===== src/rtl/div_seq_pkg.sv =====
// rtl/div_seq_pkg.sv - shared types and constants for the divider issue sequencer
package div_seq_pkg;

   localparam int DIV_W = 32;

   typedef enum logic [1:0] {S_IDLE, S_ISSUE, S_WAIT, S_HOLD} div_state_e;

   typedef struct packed {
      logic [DIV_W-1:0] num;
      logic [DIV_W-1:0] den;
   } div_op_t;

   // S_WAIT cycles allowed before the divider's Done is given up on.
   function automatic int timeout_limit(input int tamanyo);
      return 2 * tamanyo + 8;
   endfunction

endpackage


===== src/rtl/div_op_fifo.sv =====
// rtl/div_op_fifo.sv - synchronous operand FIFO with full/empty flags
// Pointers wrap naturally because DEPTH is a power of two.
module div_op_fifo #(
   parameter int W     = 64,
   parameter int DEPTH = 4
) (
   input  logic         CLK,
   input  logic         RSTa,
   input  logic         push_i,
   input  logic [W-1:0] data_i,
   input  logic         pop_i,
   output logic [W-1:0] data_o,
   output logic         full_o,
   output logic         empty_o
);

   localparam int AW = $clog2(DEPTH);

   logic [W-1:0]  mem_q [DEPTH];
   logic [AW-1:0] wr_ptr_q, rd_ptr_q;
   logic [AW:0]   count_q;
   logic          do_push, do_pop;

   assign do_push = push_i && !full_o;
   assign do_pop  = pop_i && !empty_o;
   assign full_o  = (count_q == (AW+1)'(DEPTH));
   assign empty_o = (count_q == '0);
   assign data_o  = mem_q[rd_ptr_q];

   always_ff @(posedge CLK or negedge RSTa) begin
      if (!RSTa) begin
         wr_ptr_q <= '0;
         rd_ptr_q <= '0;
         count_q  <= '0;
      end else begin
         if (do_push) wr_ptr_q <= wr_ptr_q + 1'b1;
         if (do_pop)  rd_ptr_q <= rd_ptr_q + 1'b1;
         count_q <= count_q + (AW+1)'(do_push) - (AW+1)'(do_pop);
      end
   end

   always_ff @(posedge CLK) begin
      if (do_push) mem_q[wr_ptr_q] <= data_i;
   end

endmodule


===== src/rtl/div_issue_seq.sv =====
// rtl/div_issue_seq.sv - operand FIFO and single-issue sequencer around the signed divider
// Optional S_WAIT watchdog with out_timeout port: define DIV_TIMEOUT_EN.
module div_issue_seq
   import div_seq_pkg::*;
#(
   parameter int TAMANYO    = 32,
   parameter int FIFO_DEPTH = 4
) (
   input  logic               CLK,
   input  logic               RSTa,
   input  logic               in_valid,
   output logic               in_ready,
   input  logic [TAMANYO-1:0] in_num,
   input  logic [TAMANYO-1:0] in_den,
   output logic               div_start,
   output logic [TAMANYO-1:0] div_num,
   output logic [TAMANYO-1:0] div_den,
   input  logic [TAMANYO-1:0] div_coc,
   input  logic [TAMANYO-1:0] div_res,
   input  logic               div_done,
   output logic               out_valid,
   input  logic               out_ready,
   output logic [TAMANYO-1:0] out_coc,
   output logic [TAMANYO-1:0] out_res,
   output logic               out_divzero
`ifdef DIV_TIMEOUT_EN
   ,
   output logic               out_timeout
`endif
);

   div_state_e           state_q, state_d;
   logic [2*TAMANYO-1:0] fifo_rdata;
   logic [TAMANYO-1:0]   head_num, head_den;
   logic                 fifo_full, fifo_empty, fifo_pop, wait_expired;
   logic [TAMANYO-1:0]   div_num_q, div_num_d, div_den_q, div_den_d;
   logic [TAMANYO-1:0]   out_coc_q, out_coc_d, out_res_q, out_res_d;
   logic                 out_valid_q, out_valid_d, out_divzero_q, out_divzero_d;

   div_op_fifo #(
      .W     (2*TAMANYO),
      .DEPTH (FIFO_DEPTH)
   ) u_fifo (
      .CLK     (CLK),
      .RSTa    (RSTa),
      .push_i  (in_valid),
      .data_i  ({in_num, in_den}),
      .pop_i   (fifo_pop),
      .data_o  (fifo_rdata),
      .full_o  (fifo_full),
      .empty_o (fifo_empty)
   );

   assign {head_num, head_den} = fifo_rdata;
   assign in_ready = !fifo_full;
   assign fifo_pop = (state_q == S_IDLE) && !fifo_empty;

`ifdef DIV_TIMEOUT_EN
   localparam int            TO_LIMIT = timeout_limit(TAMANYO);
   localparam int            CW       = $clog2(TO_LIMIT);
   localparam logic [CW-1:0] TO_LAST  = CW'(TO_LIMIT - 1);

   logic [CW-1:0] wait_cnt_q, wait_cnt_d;
   logic          out_timeout_q, out_timeout_d;

   assign wait_expired = (state_q == S_WAIT) && !div_done && (wait_cnt_q == TO_LAST);
   assign out_timeout  = out_timeout_q;
`else
   assign wait_expired = 1'b0;
`endif

   always_ff @(posedge CLK or negedge RSTa) begin
      if (!RSTa) state_q <= S_IDLE;
      else       state_q <= state_d;
   end

   always_comb begin
      state_d = state_q;
      unique case (state_q)
         S_IDLE:  if (!fifo_empty) state_d = (head_den == '0) ? S_HOLD : S_ISSUE;
         S_ISSUE: state_d = S_WAIT;
         S_WAIT:  if (div_done || wait_expired) state_d = S_HOLD;
         S_HOLD:  if (out_ready) state_d = S_IDLE;
         default: state_d = S_IDLE;
      endcase
   end

   always_comb begin
      div_start     = (state_q == S_ISSUE);
      div_num_d     = div_num_q;
      div_den_d     = div_den_q;
      out_coc_d     = out_coc_q;
      out_res_d     = out_res_q;
      out_divzero_d = out_divzero_q;
      out_valid_d   = out_valid_q;
`ifdef DIV_TIMEOUT_EN
      wait_cnt_d    = (state_q == S_WAIT) ? wait_cnt_q + 1'b1 : '0;
      out_timeout_d = out_timeout_q;
`endif
      unique case (state_q)
         S_IDLE: if (!fifo_empty) begin
            // Den==0 is answered here so the divider never sees it.
            if (head_den == '0) begin
               out_coc_d     = '1;
               out_res_d     = head_num;
               out_divzero_d = 1'b1;
               out_valid_d   = 1'b1;
`ifdef DIV_TIMEOUT_EN
               out_timeout_d = 1'b0;
`endif
            end else begin
               div_num_d = head_num;
               div_den_d = head_den;
            end
         end
         S_WAIT: if (div_done) begin
            out_coc_d     = div_coc;
            out_res_d     = div_res;
            out_divzero_d = 1'b0;
            out_valid_d   = 1'b1;
`ifdef DIV_TIMEOUT_EN
            out_timeout_d = 1'b0;
`endif
         end else if (wait_expired) begin
            out_coc_d     = '0;
            out_res_d     = '0;
            out_divzero_d = 1'b0;
            out_valid_d   = 1'b1;
`ifdef DIV_TIMEOUT_EN
            out_timeout_d = 1'b1;
`endif
         end
         S_HOLD: if (out_ready) out_valid_d = 1'b0;
         default: ;
      endcase
   end

   always_ff @(posedge CLK or negedge RSTa) begin
      if (!RSTa) begin
         div_num_q     <= '0;
         div_den_q     <= '0;
         out_coc_q     <= '0;
         out_res_q     <= '0;
         out_divzero_q <= 1'b0;
         out_valid_q   <= 1'b0;
`ifdef DIV_TIMEOUT_EN
         wait_cnt_q    <= '0;
         out_timeout_q <= 1'b0;
`endif
      end else begin
         div_num_q     <= div_num_d;
         div_den_q     <= div_den_d;
         out_coc_q     <= out_coc_d;
         out_res_q     <= out_res_d;
         out_divzero_q <= out_divzero_d;
         out_valid_q   <= out_valid_d;
`ifdef DIV_TIMEOUT_EN
         wait_cnt_q    <= wait_cnt_d;
         out_timeout_q <= out_timeout_d;
`endif
      end
   end

   assign div_num     = div_num_q;
   assign div_den     = div_den_q;
   assign out_coc     = out_coc_q;
   assign out_res     = out_res_q;
   assign out_divzero = out_divzero_q;
   assign out_valid   = out_valid_q;

endmodule


===== config.mk =====
export PLATFORM = sky130hd
export DESIGN_NAME = div_issue_seq
export DESIGN_NICKNAME = d
export VERILOG_FILES = /design/src/rtl/div_seq_pkg.sv /design/src/rtl/div_op_fifo.sv /design/src/rtl/div_issue_seq.sv
export SDC_FILE = /design/constraint.sdc
export NUM_CORES = 1
export LEC_CHECK = 0
export CAP_MARGIN = 10
export CORE_MARGIN = 5
export CORE_UTILIZATION = 30
export CTS_CLUSTER_SIZE = 12
export DETAILED_ROUTE_END_ITERATION = 10
export GPL_TIMING_DRIVEN = 0
export HOLD_SLACK_MARGIN = 0.02
export SYNTH_ARGS = -nofsm -noshare
export SYNTH_HDL_FRONTEND = slang
export SYNTH_SLANG_ARGS = --single-unit

===== constraint.sdc =====
create_clock -name CLK -period 3.2 [get_ports CLK]
set_clock_uncertainty 0.15 [all_clocks]
set_input_delay 0.64 -clock CLK [delete_from_list [all_inputs] [get_ports CLK]]
set_output_delay 0.64 -clock CLK [all_outputs]
set_load 0.01 [all_outputs]

==> impl_metrics.csv <==
group,metric,value,unit
critical_path,critPathMaxFanout,10,
grt,grt_overflow,0,
yosys,synth.most_common_cell,"edfxtp_1",
grt,grt_use_met3,4.026,%
yosys,yosysTopAreaCell,"edfxtp_1",
sta,period_share,100.0,%
sta,slew_headroom,36.68,%
cells_and_area,area_growth,38.17,%
power_and_ir_drop,power.ir.vdd_worst,0.5102,mV
grt,grt.total_usage,15.34,%
critical_path,critical-path-slowest-cell,"mux4_2",
cells_and_area,n_fill_cell,4658,
min_path,hold_depth,1,
power_and_ir_drop,net-switching-power,7.029,mW
critical_path,crit_family,"simple AND/OR/NAND/NOR gates",
routing,postRouteWirelength,44.94,mm
cells_and_area,final_cells,1938,
clocking,cts.htree.levels,2,
critical_path,cp.required,3.48,ns
clocking,cts-root-buf,"clkbuf_16",
cells_and_area,drive_gt1_share,21.24,%
clocking,clkTransAtPathRegs,0.06,ns
die,die_h,237.3,um
cells_and_area,fin_nets,1366,
min_path,min_from,"div_num[19]",
outcome,outcome,"finished, violations left",
grt,grt_pass1_wl,66.17,mm
clocking,clk_path_buf_depth,3,
critical_path,cp.arrival,3.48,ns
sta,drv_slew,0,
routing,via_count,9532,
critical_path,crit_type,"flip-flop to flip-flop",
critical_path,start_kind,"flip-flop",
power_and_ir_drop,clockPowerShare,22.7,%
clocking,cts_tree,"built",
grt,first_global_vias,10180,
routing,ant_nets,0,
yosys,synth.distinct_cells,43,
yosys,synth_area_leaders,"edfxtp_1 (50%), dfrtp_1 (22%), mux4_2 (9.3%)",
min_path,hold_end,"div_num[19]",
grt,grt_start_max_net_pins,76,
power_and_ir_drop,p_int,14.92,mW
placement,placed_cells,1827,
yosys,syn_nets,1023,
die,start_util,30.22,%
yosys,synth_seq_cells,395,
critical_path,path_buf_inv,4,
sta,setup_viol,1,
power_and_ir_drop,power.leakage,7.770,nW
outcome,violations,"negative setup slack",
clocking,cts_made_buffers,45,
sta,worstMarginPinSlew,0.9498,ns
grt,grt_busiest_layer,"met2",
power_and_ir_drop,p_comb_share,42.2,%
placement,dp_hpwl,29.32,mm
routing,wl_per_cell,23.19,um
placement,port_buffers,264,
yosys,synthTopCellsByCount,"edfxtp_1 (256), dfrtp_1 (139), mux4_2 (64), mux2_2 (50), inv_1 (43)",
yosys,synthCells,878,
grt,use_met1,19.90,%
critical_path,cp-end-kind,"flip-flop",
power_and_ir_drop,p_per_area,1025,nW/um^2
sta,fmax,312.5,MHz
flow_run,cap_violations,0,
sta,period_needed,3.200,ns
yosys,yosysTopAreaCellShare,49.59,%
power_and_ir_drop,fin_total_pwr,21.94,mW
power_and_ir_drop,switching_share,32.03,%
yosys,syn_area,15500,sq um
yosys,ys.flop_type,"edfxtp_1",
grt,antenna_found_initial,4,
critical_path,timing.rr.end,"div_den[26]",
clocking,clk_latency,0.56,ns
yosys,seq_area_frac_synth,72.03,%
critical_path,critical_path.max_stage_delay,0.56,ns
yosys,synth_warnings,0,
yosys,syn_area_per_cell,17.66,sq um
clocking,clock_sinks,395,
critical_path,r2r_start,"u_fifo.rd_ptr_q[0]",
power_and_ir_drop,seqPwrFrac,35.1,%
sta,hold_viol,0,
sta,rsz0062_at_grt,"yes",
grt,use_met2,25.82,%
critical_path,r2r_slack,-0.0005,ns
min_path,hold_class,"flip-flop to flip-flop",
routing,vias_per_cell,4.918,
yosys,async_reset_ff_share,35.19,%
die,fp.dieArea,56320,sq um
routing,first_pass_iters,5,
die,pin_count,265,
routing,drt-initial-drc-count,613,
yosys,synth-edff-count,256,
die,fp.dieW,237.3,um
routing,drcViolationCount,0,
die,rows,83,
critical_path,path_cells,"buf_12 -> buf_12 -> mux4_2 -> nor4_4 -> and4_4 -> nand2_4 -> nand2_8 -> buf_12 -> buf_12 -> mux2_2",
critical_path,r2r_cells,10,
sta,fin_ws,-0.0004501,ns
die,core,51300,sq um
critical_path,cpMostUsedCell,"buf_12",
placement,place.gp.congestion,0.8173,
-- area by class of cell --
type,count,area (sq um),area share [%]
Sequential cell,395,11170,52.14
Multi-Input combinational cell,385,4158,19.41
Timing Repair Buffer,299,3196,14.92
Clock buffer,67,1280,5.976
Tap cell,680,850.8,3.972
Buffer,52,454.2,2.121
Inverter,43,161.4,0.7536
Clock inverter,16,148.9,0.6952
Antenna cell,1,2.502,0.01168
-- worst max-delay path by stage --
stage,from,endpoint,slack [ns],cells after the start
finish,u_fifo.rd_ptr_q[0],div_den[26],-0.0005,10
global route,u_fifo.rd_ptr_q[0],div_num[11],-0.06,9
global placement,RSTa,div_num[6],-5.20,1
detailed placement,u_fifo.rd_ptr_q[1],div_den[9],-1.23,9
CTS,u_fifo.rd_ptr_q[0],div_den[30],-0.02,9
floorplan,u_fifo.count_q[1],u_fifo.mem_q[0][0],0.40,3
-- through the flow --
step,TNS (ns),setup slack [ns],hold WS [ns],cell area [sq um],util (%)
after detailed placement,-142.46,-1.230,0.3266,19160,37.34
final,-0.0004501,-0.0004501,0.3400,21420,41.75
after global placement,-1277.73,-5.199,0.3183,18990,37.03
after CTS,-0.4165,-0.02378,0.3394,21010,40.95
after floorplan,0,0.4018,0.1944,15500,-
after global routing,-2.572,-0.06494,0.3644,21420,41.75
-- logic make-up (layout without fill, tap and decap cells) --
group / after synthesis / after routing / share of synthesized area (%)
flops: 395 / 395 / 72.03
compound gates: 142 / 142 / 6.796
mux: 129 / 129 / 14.01
buf+inv: 98 / 477 / 2.785
simple gates: 97 / 97 / 3.075
fa+ha+maj: 12 / 12 / 1.017
xor+xnor: 5 / 5 / 0.2826
other cells: 0 / 1 / 0
-- flip-flops by register name (all words and copies together), names as in the netlist --
signal	cells
u_fifo.wr_ptr_q	2
out_coc	32
out_divzero	1
out_valid	1
u_fifo.count_q	3
div_num	32
u_fifo.mem_q	256
out_res	32
state_q	2
u_fifo.rd_ptr_q	2
div_den	32
-- cell usage in the layout, fill, tap and decap left out, types with 3 or more instances in the layout --
cell type        netlist  routed
buf_6                  2       5
buf_2                  9       3
buf_16                 0       5
mux2_1                14       5
nor4_2                 0       4
o22a_1                31      31
nand2_1               36      35
mux2_4                 0      39
mux2_2                50      20
nor4_1                 8       3
edfxtp_1             256     256
o21ai_0               36      36
clkbuf_1              27      36
inv_1                 43      43
ha_1                  11      11
dfrtp_1              139     138
clkbuf_8               0       5
and3_4                 0       4
a21oi_1                3       3
a22oi_1               32      32
buf_8                  0       4
mux4_2                64      64
clkbuf_16              0      51
nand3_1               34      34
clkdlybuf4s50_1        0     263
buf_1                  7       6
o221ai_1              32      32
clkinv_2               0       6
buf_12                 0      16
xnor2_1                3       3
clkinv_1               0       3
buf_4                 10      19
-- power by group through the flow --
| stage | Combinational (mW) | Clock [mW] | Sequential (mW) |
|---|---|---|---|
| finish | 9.25 | 4.99 | 7.70 |
| global route | 9.92 | 5.36 | 7.85 |
| CTS | 8.68 | 5.13 | 7.70 |
| detailed placement | 8.06 | 0 | 7.78 |
| global placement | 7.82 | 0 | 7.83 |
| floorplan | 3.98 | 0 | 8.04 |
-- metal layers --
layer  routed length, um  vias to the layer above
met4                1003                        6
met2               22040                      361
li1                    -                     4165
met5                  35                        -
met1               18790                     4934
met3                3075                       66
-- what timing repair did --
action,CTS,global route
gates resized for setup,56,62
pin swaps,4,31
setup buffers,15,8
cloned,1,5
endpoints found under the setup margin,131,124
hold buffers,1,0
hold endpoints to repair,64,0
No activity file was read; power rests on OpenSTA's default activity.
